**config.mk**
```make
export PLATFORM = sky130hd
export DESIGN_NAME = cic_decim
export DESIGN_NICKNAME = d
export VERILOG_FILES = /design/src/rtl/cic_pkg.sv /design/src/rtl/cic_comb_stage.sv /design/src/rtl/cic_decim.sv
export SDC_FILE = /design/constraint.sdc
export NUM_CORES = 1
export LEC_CHECK = 0
export CAP_MARGIN = 20
export CORE_MARGIN = 10
export CORE_UTILIZATION = 63
export DETAILED_ROUTE_END_ITERATION = 12
export DONT_BUFFER_PORTS = 1
export GPL_ROUTABILITY_DRIVEN = 0
export PLACE_DENSITY = 0.89
export RECOVER_POWER = 25
export SETUP_SLACK_MARGIN = 0.3
export SLEW_MARGIN = 20
export SYNTH_ARGS = -nofsm -noshare
export SYNTH_HDL_FRONTEND = slang
export SYNTH_SLANG_ARGS = --single-unit
```
**constraint.sdc**
```tcl
create_clock -name i_clk -period 6.16 [get_ports i_clk]
set_clock_uncertainty 0.1 [all_clocks]
set_input_delay 0.924 -clock i_clk [delete_from_list [all_inputs] [get_ports i_clk]]
set_output_delay 0.924 -clock i_clk [all_outputs]
set_load 0.02 [all_outputs]
```
**src/rtl/cic_pkg.sv**
```systemverilog
// Shared constants, types and helpers for the sinc^3 decimator.
// Internal accumulator width grows by log2(DECIM) bits per stage.
package cic_pkg;

    localparam int CIC_ORDER     = 3;
    localparam int CIC_DECIM_DEF = 64;

    // Two's-complement width needed by an ORDER-stage CIC at ratio DECIM
    function automatic int cic_width(input int order, input int decim);
        return order * $clog2(decim) + 2;
    endfunction

    typedef logic signed [cic_width(CIC_ORDER, CIC_DECIM_DEF)-1:0] cic_acc_t;

endpackage

```
**src/rtl/cic_comb_stage.sv**
```systemverilog
// One registered comb section: y = x - x_prev.
// Advances only when its pipeline slot is valid.
module cic_comb_stage
    import cic_pkg::*;
#(
    parameter int WIDTH = cic_width(CIC_ORDER, CIC_DECIM_DEF)
) (
    input  logic             i_clk,
    input  logic             i_rst_n,
    input  logic             i_en,
    input  logic [WIDTH-1:0] i_x,
    output logic [WIDTH-1:0] o_y
);

    logic [WIDTH-1:0] x_prev_q;
    logic [WIDTH-1:0] y_q;

    // Difference against the previous decimated sample, modulo 2^WIDTH
    always_ff @(posedge i_clk or negedge i_rst_n) begin
        if (!i_rst_n) begin
            x_prev_q <= '0;
            y_q      <= '0;
        end else if (i_en) begin
            y_q      <= i_x - x_prev_q;
            x_prev_q <= i_x;
        end
    end

    assign o_y = y_q;

endmodule

```
**src/rtl/cic_decim.sv**
```systemverilog
// Third-order CIC decimator for a 1-bit sigma-delta stream.
// Integrators run at the sample rate, combs at fs/DECIM.
module cic_decim
    import cic_pkg::*;
#(
    parameter int ORDER     = 3,
    parameter int DECIM     = 64,
    parameter int OUT_WIDTH = 16
) (
    input  logic                 i_clk,
    input  logic                 i_rst_n,
    input  logic                 i_en,
    input  logic                 i_data,
    output logic [OUT_WIDTH-1:0] o_data,
    output logic                 o_valid,
    input  logic                 i_ready,
    output logic                 o_overrun
);

    localparam int W  = cic_width(ORDER, DECIM);
    localparam int CW = $clog2(DECIM);

    if (ORDER != CIC_ORDER) begin : g_bad_order
        $error("cic_decim: ORDER must be 3");
    end
    if (DECIM < 4 || (DECIM & (DECIM - 1)) != 0) begin : g_bad_decim
        $error("cic_decim: DECIM must be a power of two >= 4");
    end
    if (OUT_WIDTH > W || OUT_WIDTH < 1) begin : g_bad_ow
        $error("cic_decim: OUT_WIDTH must be in 1..W");
    end

    logic signed [W-1:0] int_q [ORDER];
    logic signed [W-1:0] int_d [ORDER];
    logic signed [W-1:0] step;
    logic [CW-1:0]       cnt_q;
    logic                tick;
    logic [W-1:0]        cap_q;
    logic [ORDER:0]      vld_q;
    logic [W-1:0]        cmb [ORDER+1];

    logic [OUT_WIDTH-1:0] data_q, data_d;
    logic                 valid_q, valid_d;
    logic                 ovr_q, ovr_d;
    logic                 new_word;

    // Integrator next state; each stage adds the previous stage's registered value
    always_comb begin
        step = i_data ? {{(W-1){1'b0}}, 1'b1} : {W{1'b1}};
        int_d[0] = int_q[0] + step;
        for (int k = 1; k < ORDER; k++) begin
            int_d[k] = int_q[k] + int_q[k-1];
        end
    end

    assign tick = i_en && (cnt_q == CW'(DECIM - 1));

    // Integrators and sample counter hold while no sample is offered
    always_ff @(posedge i_clk or negedge i_rst_n) begin
        if (!i_rst_n) begin
            for (int k = 0; k < ORDER; k++) begin
                int_q[k] <= '0;
            end
            cnt_q <= '0;
        end else if (i_en) begin
            for (int k = 0; k < ORDER; k++) begin
                int_q[k] <= int_d[k];
            end
            cnt_q <= cnt_q + 1'b1;
        end
    end

    // Capture the last integrator on the tick and walk a valid bit down the combs
    always_ff @(posedge i_clk or negedge i_rst_n) begin
        if (!i_rst_n) begin
            cap_q <= '0;
            vld_q <= '0;
        end else begin
            if (tick) begin
                cap_q <= int_d[ORDER-1];
            end
            vld_q <= {vld_q[ORDER-1:0], tick};
        end
    end

    assign cmb[0] = cap_q;

    for (genvar g = 0; g < ORDER; g++) begin : g_comb
        cic_comb_stage #(
            .WIDTH (W)
        ) u_comb (
            .i_clk   (i_clk),
            .i_rst_n (i_rst_n),
            .i_en    (vld_q[g]),
            .i_x     (cmb[g]),
            .o_y     (cmb[g+1])
        );
    end

    if (OUT_WIDTH < W) begin : g_lo
        logic unused_lo;
        assign unused_lo = ^cmb[ORDER][W-OUT_WIDTH-1:0];
    end

    assign new_word = vld_q[ORDER];

    // Output holding register: a new word always wins, overwrite of an unread word is flagged
    always_comb begin
        data_d  = data_q;
        valid_d = valid_q;
        ovr_d   = ovr_q;
        if (new_word) begin
            data_d  = cmb[ORDER][W-1 -: OUT_WIDTH];
            valid_d = 1'b1;
            if (valid_q && !i_ready) begin
                ovr_d = 1'b1;
            end
        end else if (valid_q && i_ready) begin
            valid_d = 1'b0;
        end
    end

    // Registered handshake outputs
    always_ff @(posedge i_clk or negedge i_rst_n) begin
        if (!i_rst_n) begin
            data_q  <= '0;
            valid_q <= 1'b0;
            ovr_q   <= 1'b0;
        end else begin
            data_q  <= data_d;
            valid_q <= valid_d;
            ovr_q   <= ovr_d;
        end
    end

    assign o_data    = data_q;
    assign o_valid   = valid_q;
    assign o_overrun = ovr_q;

endmodule

```
==> flow_summary_export.csv, run 1 <==
group,metric,value,unit
timing,hold_violations,0,
detailed_routing,route.detailed.drc,0,
critical_path,cp_data_arrival_time,3.72,ns
synthesis,synth_flop_cell,"dfrtp_1",
global_routing,grt_max_degree,122,
timing,post-route-period-util,55.05,%
pwr,p_leak,0.006887,µW
final_layout,num-nets-final,1461,
synthesis,yosys_warnings,0,
synthesis,synth_top_area_cell,"dfrtp_1",
global_routing,grt-ovfl-total,0,
final_layout,num_antenna_cells,0,
critical_path,startpoint_type,"input port",
detailed_routing,num_vias,9902,
floorplan,rows,53,
synthesis,yosys.area.top_type_share,41.55,%
placed_design,dp_cells,1579,
timing,max_slew_margin,-95.02,%
synthesis,netlist_instances,1344,
clock_tree,cts.sinks,224,
synthesis,synth_seq_cells,224,
clock_tree,clk_latency,0.52,ns
job,drv_cap,3,
synthesis,postSynth.asyncResetShare,100.0,%
synthesis,syn-num-nets,1467,
placed_design,place_area,0.01370,mm²
timing,final_max_slew_viol_count,201,
clock_tree,cts_buffer_depth,3,
detailed_routing,vias_per_cell,6.067,
timing,finalSetupViolCount,0,
clock_tree,cts.clk_slew.worst_paths,0.06,ns
timing,period_needed,3.391,ns
critical_path,worstSetupEndpointType,"register",
timing,fmax,294.9,MHz
timing,tightest_slew,2.925,ns
detailed_routing,first_pass_iters,6,
floorplan,die_height,166.3,µm
synthesis,yosysSeqAreaShare,41.55,%
detailed_routing,drt_iter0_drc,616,
timing,fin_hold_ws,0.3690,ns
global_routing,grt_usage,19.31,%
pwr,max-vdd-ir-drop,501.6,µV
synthesis,ys_types,67,
run_status,status,"finished, violations left",
synthesis,syn_area,0.01349,mm²
global_routing,grt_pass1_vias,10260,
clock_tree,h-tree-depth,1,
detailed_routing,wl_per_cell,16.60,µm
floorplan,initial_core_util,64.18,%
placed_design,dp_hpwl,17.53,mm
min_path,hold_class,"register to register",
floorplan,die_w,166.3,µm
timing,setup_ws,2.769,ns
synthesis,synth_edf_count,0,
final_layout,area_delta_synth_final,8.244,%
clock_tree,cts-root-buf,"clkbuf_16",
timing,fin_tns_setup,0,ns
synthesis,synth_area_per_cell,10.04,µm²
pwr,power_density,509.6,mW/mm²
clock_tree,post_cts_buffers,0,
critical_path,path_max_fanout,19,
final_layout,layout.cells.non_filler,1632,
critical_path,crit_type,"input port to register",
placed_design,dp_slack,2.260,ns
run_status,failed_checks,"max-capacitance violations, max-slew violations",
critical_path,required,6.49,ns
floorplan,die_area,0.02767,mm²
final_layout,fin_area,0.01460,mm²
detailed_routing,drt.antenna.violating_nets,0,
synthesis,synthTopCellsByArea,"dfrtp_1, ha_1, mux2_2",
timing,grt_setup_unrepaired,"false",
clock_tree,cts_buffers,25,
final_layout,drive_above_1_share,12.68,%
detailed_routing,wl,27.10,mm
global_routing,grt_first_pass_wirelength,47.12,mm
clock_tree,tritoncts,"yes",
global_routing,antenna_found_initial,0,
floorplan,io_pins,23,
floorplan,core,0.02102,mm²
placed_design,io_buffers,0,
## cells by family (layout without fill, tap and decap cells)
logic type	count (synthesis)	in the layout	synth area share [%]
flip-flops	224	224	41.55
multiplexers	118	118	9.830
XOR/XNOR	90	90	5.842
AO/OA/AOI/OAI	368	368	17.74
buffers and inverters	137	150	3.812
AND/OR/NAND/NOR	289	289	10.01
adder cells (fa/ha/maj)	118	118	11.22
## Yosys cell counts (5+ instances only)
library cell  instances
a211o_1               5
a211oi_1             18
a21o_1               48
a21oi_1              80
a31oi_1              10
a41oi_1               5
and2_1                5
and3_1                7
buf_1                 7
clkbuf_1             36
dfrtp_1             224
fa_1                  5
ha_1                113
inv_1                94
mux2_2              116
nand2_1             109
nand2b_1             10
nand3_1              26
nand4_1              14
nor2_1               53
nor2b_1              15
nor3_1               29
o211ai_1              8
o21a_1               16
o21ai_0              92
o21ai_1              18
o21bai_1             13
o31ai_1               6
or3_1                 7
xnor2_1              60
xor2_1               30
## power by group
group	switching, µW	internal, µW
Combinational	2090	1810
Clock	583	940
Sequential	247	1770
Total	2920	4520
## critical path: stages
cell and delay, ns:
inv_1 0.50, ha_1 0.40, a211oi_1 0.32, o21bai_1 0.12
a21oi_1 0.37, o21ai_1 0.23, a41oi_1 0.31, a21boi_1 0.12
o21a_1 0.19, o31ai_1 0.22
## timing repair
action	CTS	global route
endpoints found under the setup margin	0	0
hold buffers	7	0
hold endpoints to repair	121	0
gates resized for setup	0	0
## path summary, 6_finish.rpt
kind,startpoint,to,slack [ns],cells past startpoint
worst min register to register,cnt_q[5],cnt_q[5],0.37,1
worst max register to register,int_q[40],int_q[38],2.88,10
max in group asynchronous,i_rst_n,g_comb[1].u_comb.x_prev_q[18],3.01,1
min in group asynchronous,i_rst_n,cap_q[1],0.59,1
worst max-delay path,i_data,int_q[58],2.77,10
worst min-delay path,cnt_q[5],cnt_q[5],0.37,1
## metal layers
layer	wire length (µm)	up-vias	track usage, %
met3	1065	79	2.674
met4	911	0	6.949
met1	11470	4767	22.40
met2	13650	235	35.41
met5	0	-	0
li1	-	4821	-
## area by class of cell
cell class	instances	area (µm²)
multi-input combinational	983	7380
fill	1472	6417
sequential	224	5607
clock buffer	34	679.4
inverter	94	352.8
tap	275	344.1
clock inverter	12	166.4
timing repair buffer	10	75.07
## metrics by stage
stage          util (%)  power, µW
2_1_floorplan         -       5099
3_3_place_gp      65.17       5591
3_5_place_dp      65.17       5794
4_1_cts           69.75       7434
5_1_grt           69.47       7996
6_report          69.47       7442
## cells in the final DEF (no fill, tap or decap), types with 13 or more instances in the layout
| cell type | instances |
|---|---|
| a211oi_1 | 18 |
| a21oi_1 | 80 |
| xor2_1 | 30 |
| mux2_2 | 116 |
| nand4_1 | 14 |
| nor3_1 | 29 |
| clkbuf_16 | 25 |
| o21ai_1 | 18 |
| o21ai_0 | 92 |
| dfrtp_1 | 223 |
| nand3_1 | 26 |
| nor2b_1 | 15 |
| xnor2_1 | 60 |
| nand2_1 | 109 |
| a21o_1 | 48 |
| o21a_1 | 16 |
| nor2_1 | 52 |
| o21bai_1 | 13 |
| ha_1 | 113 |
| inv_1 | 94 |
## state kept, by name, summed over array words and instances (netlist names)
register / flops
cap_q: 20
cnt_q: 6
g_comb.u_comb.o_y: 56
g_comb.u_comb.x_prev_q: 60
int_q: 60
o_data: 16
o_overrun: 1
o_valid: 1
vld_q: 4
(Power assumes the default switching activity.)
==> run 2, diff against run 1 <==
==> constraint.sdc (replaced) <==
create_clock -name i_clk -period 3.38 [get_ports i_clk]
set_clock_uncertainty 0.1 [all_clocks]
set_input_delay 0.507 -clock i_clk [delete_from_list [all_inputs] [get_ports i_clk]]
set_output_delay 0.507 -clock i_clk [all_outputs]
set_load 0.02 [all_outputs]
==> run 2 against run 1 <==
  * The flow finishes with violations (negative hold slack)
  * Sequential power grew 82%
  * Critical endpoint is now int_q[38]
  * Sequential share of layout area shrank 0.14 points
  * Final cell count is the same
  * Flip-flop and latch count is the same
  * Die area is the same
  * Wire length shrank 2.4%
  * Global-route usage shrank 0.58 points
  * Register-to-register slack lost 2.5 ns
  * Non-clock buffer count grew 3
  * Design area grew 0.37%
  * Highest routed layer unchanged
==> flow_summary_export.csv, run 2 (synthesized netlist as in run 1, its figures left out) <==
group,metric,value,unit
global_routing,grt_pass1_vias,9972,
timing,tightest_slew,0.9754,ns
floorplan,die_area,0.02767,mm²
timing,fin_tns_setup,0,ns
global_routing,grt_usage,18.72,%
clock_tree,h-tree-depth,1,
global_routing,grt-ovfl-total,0,
critical_path,cp_data_arrival_time,3.31,ns
timing,hold_violations,224,
pwr,max-vdd-ir-drop,692.8,µV
detailed_routing,wl_per_cell,16.20,µm
timing,finalSetupViolCount,0,
clock_tree,cts.clk_slew.worst_paths,0.06,ns
detailed_routing,num_vias,9818,
global_routing,grt_max_degree,225,
global_routing,grt_first_pass_wirelength,45.87,mm
placed_design,io_buffers,0,
run_status,failed_checks,"negative hold slack",
critical_path,worstSetupEndpointType,"register",
final_layout,final_common_cell,"dfrtp_1",
detailed_routing,first_pass_iters,4,
clock_tree,clk_latency,0.52,ns
min_path,hold_class,"input port to asynchronous set/reset pin",
detailed_routing,drt.antenna.violating_nets,0,
timing,post-route-period-util,88.74,%
floorplan,die_height,166.3,µm
timing,fin_hold_ws,-0.4231,ns
timing,max_slew_margin,34.90,%
floorplan,rows,53,
clock_tree,cts-root-buf,"clkbuf_16",
critical_path,required,3.69,ns
floorplan,die_w,166.3,µm
final_layout,num_antenna_cells,0,
global_routing,antenna_found_initial,0,
detailed_routing,drt_iter0_drc,548,
clock_tree,cts.sinks,224,
timing,grt_setup_unrepaired,"true",
final_layout,layout.cells.non_filler,1632,
critical_path,r2r_slack,0.38,ns
final_layout,num-nets-final,1463,
timing,fmax,333.4,MHz
job,drv_cap,0,
final_layout,final_cell_mix,"dfrtp_1, mux2_2, ha_1",
clock_tree,cts_buffers,24,
timing,period_needed,2.999,ns
detailed_routing,route.detailed.drc,0,
pwr,p_leak,0.006932,µW
run_status,status,"finished, violations left",
final_layout,area_delta_synth_final,8.643,%
critical_path,startpoint_type,"register",
clock_tree,tritoncts,"yes",
clock_tree,cts_hold_buf,1,
placed_design,dp_cells,1585,
clock_tree,cts_buffer_depth,3,
timing,final_max_slew_viol_count,0,
critical_path,r2r_cells,10,
critical_path,crit_type,"register to register",
critical_path,path_max_fanout,4,
floorplan,initial_core_util,64.18,%
placed_design,dp_hpwl,17.77,mm
detailed_routing,vias_per_cell,6.016,
detailed_routing,wl,26.44,mm
floorplan,core,0.02102,mm²
final_layout,drive_above_1_share,13.78,%
floorplan,io_pins,23,
pwr,power_density,936.2,mW/mm²
run 2: changes by cell type in the layout (fill, tap and decap cells not counted), moves of 3 or more:
cell,delta
clkbuf_1,-7
dlygate4sd3_1,-3
buf_4,+9
clkbuf_8,+3
run 2: critical path: stages, from the launching register on:
cell and delay, ns:
dfrtp_1 0.44, ha_1 0.26, fa_1 0.44, a211oi_2 0.25, o21bai_1 0.13, a21oi_2 0.21, o21a_2 0.22, o211ai_1 0.16
a2111oi_2 0.44, o211ai_1 0.13, o311ai_1 0.11
run 2: layout make-up:
cell class	count	area, µm²
clock buffers	32	701.9
inverters	94	352.8
repair buffers	13	100.1
multi-input cells	983	7397
clock inverters	11	155.1
flip-flops and latches	224	5607
well taps	275	344.1
fillers	1470	6364
run 2: power breakdown:
part           total, µW  switching (µW)  internal, µW
Sequential          3680             452          3220
Combinational       7220            3830          3390
Clock               2820            1070          1760
Total              13700            5350          8370
run 2: timing repair:
action                                  4_1_cts  5_1_grt
gates resized for setup                       3        3
pin swaps                                     0        2
endpoints found under the setup margin        2        5
endpoints found under the hold margin       229      224
setup buffers                                 0        3
run 2: path summary, 6_finish.rpt:
check / end / startpoint
min in group i_clk: int_q[56] / i_en
max: int_q[38] / int_q[40]
max reg2reg: int_q[38] / int_q[40]
max in group asynchronous: int_q[52] / i_rst_n
min reg2reg: cnt_q[5] / cnt_q[5]
min: g_comb[1].u_comb.x_prev_q[1] / i_rst_n
run 2: metal layers:
layer | wire length [µm] | track usage (%)
met4 | 702 | 6.109
met5 | 0 | 0
met2 | 13690 | 35.13
met1 | 11080 | 21.16
met3 | 966 | 2.816
run 2: metrics by stage:
step / hold slack, ns / util [%] / power, µW / instance area (µm²) / setup slack [ns]
6_report: -0.4231 / 69.73 / 13720 / 14660 / 0.3805
3_3_place_gp: 0.1213 / 65.39 / 10220 / 13750 / 0.2644
2_1_floorplan: 0.1114 / - / 9292 / 13490 / 0.4167
3_5_place_dp: 0.1186 / 65.39 / 10610 / 13750 / 0.1305
4_1_cts: -0.4323 / 69.56 / 13580 / 14620 / 0.3316
5_1_grt: -0.4392 / 69.73 / 14720 / 14660 / 0.1312
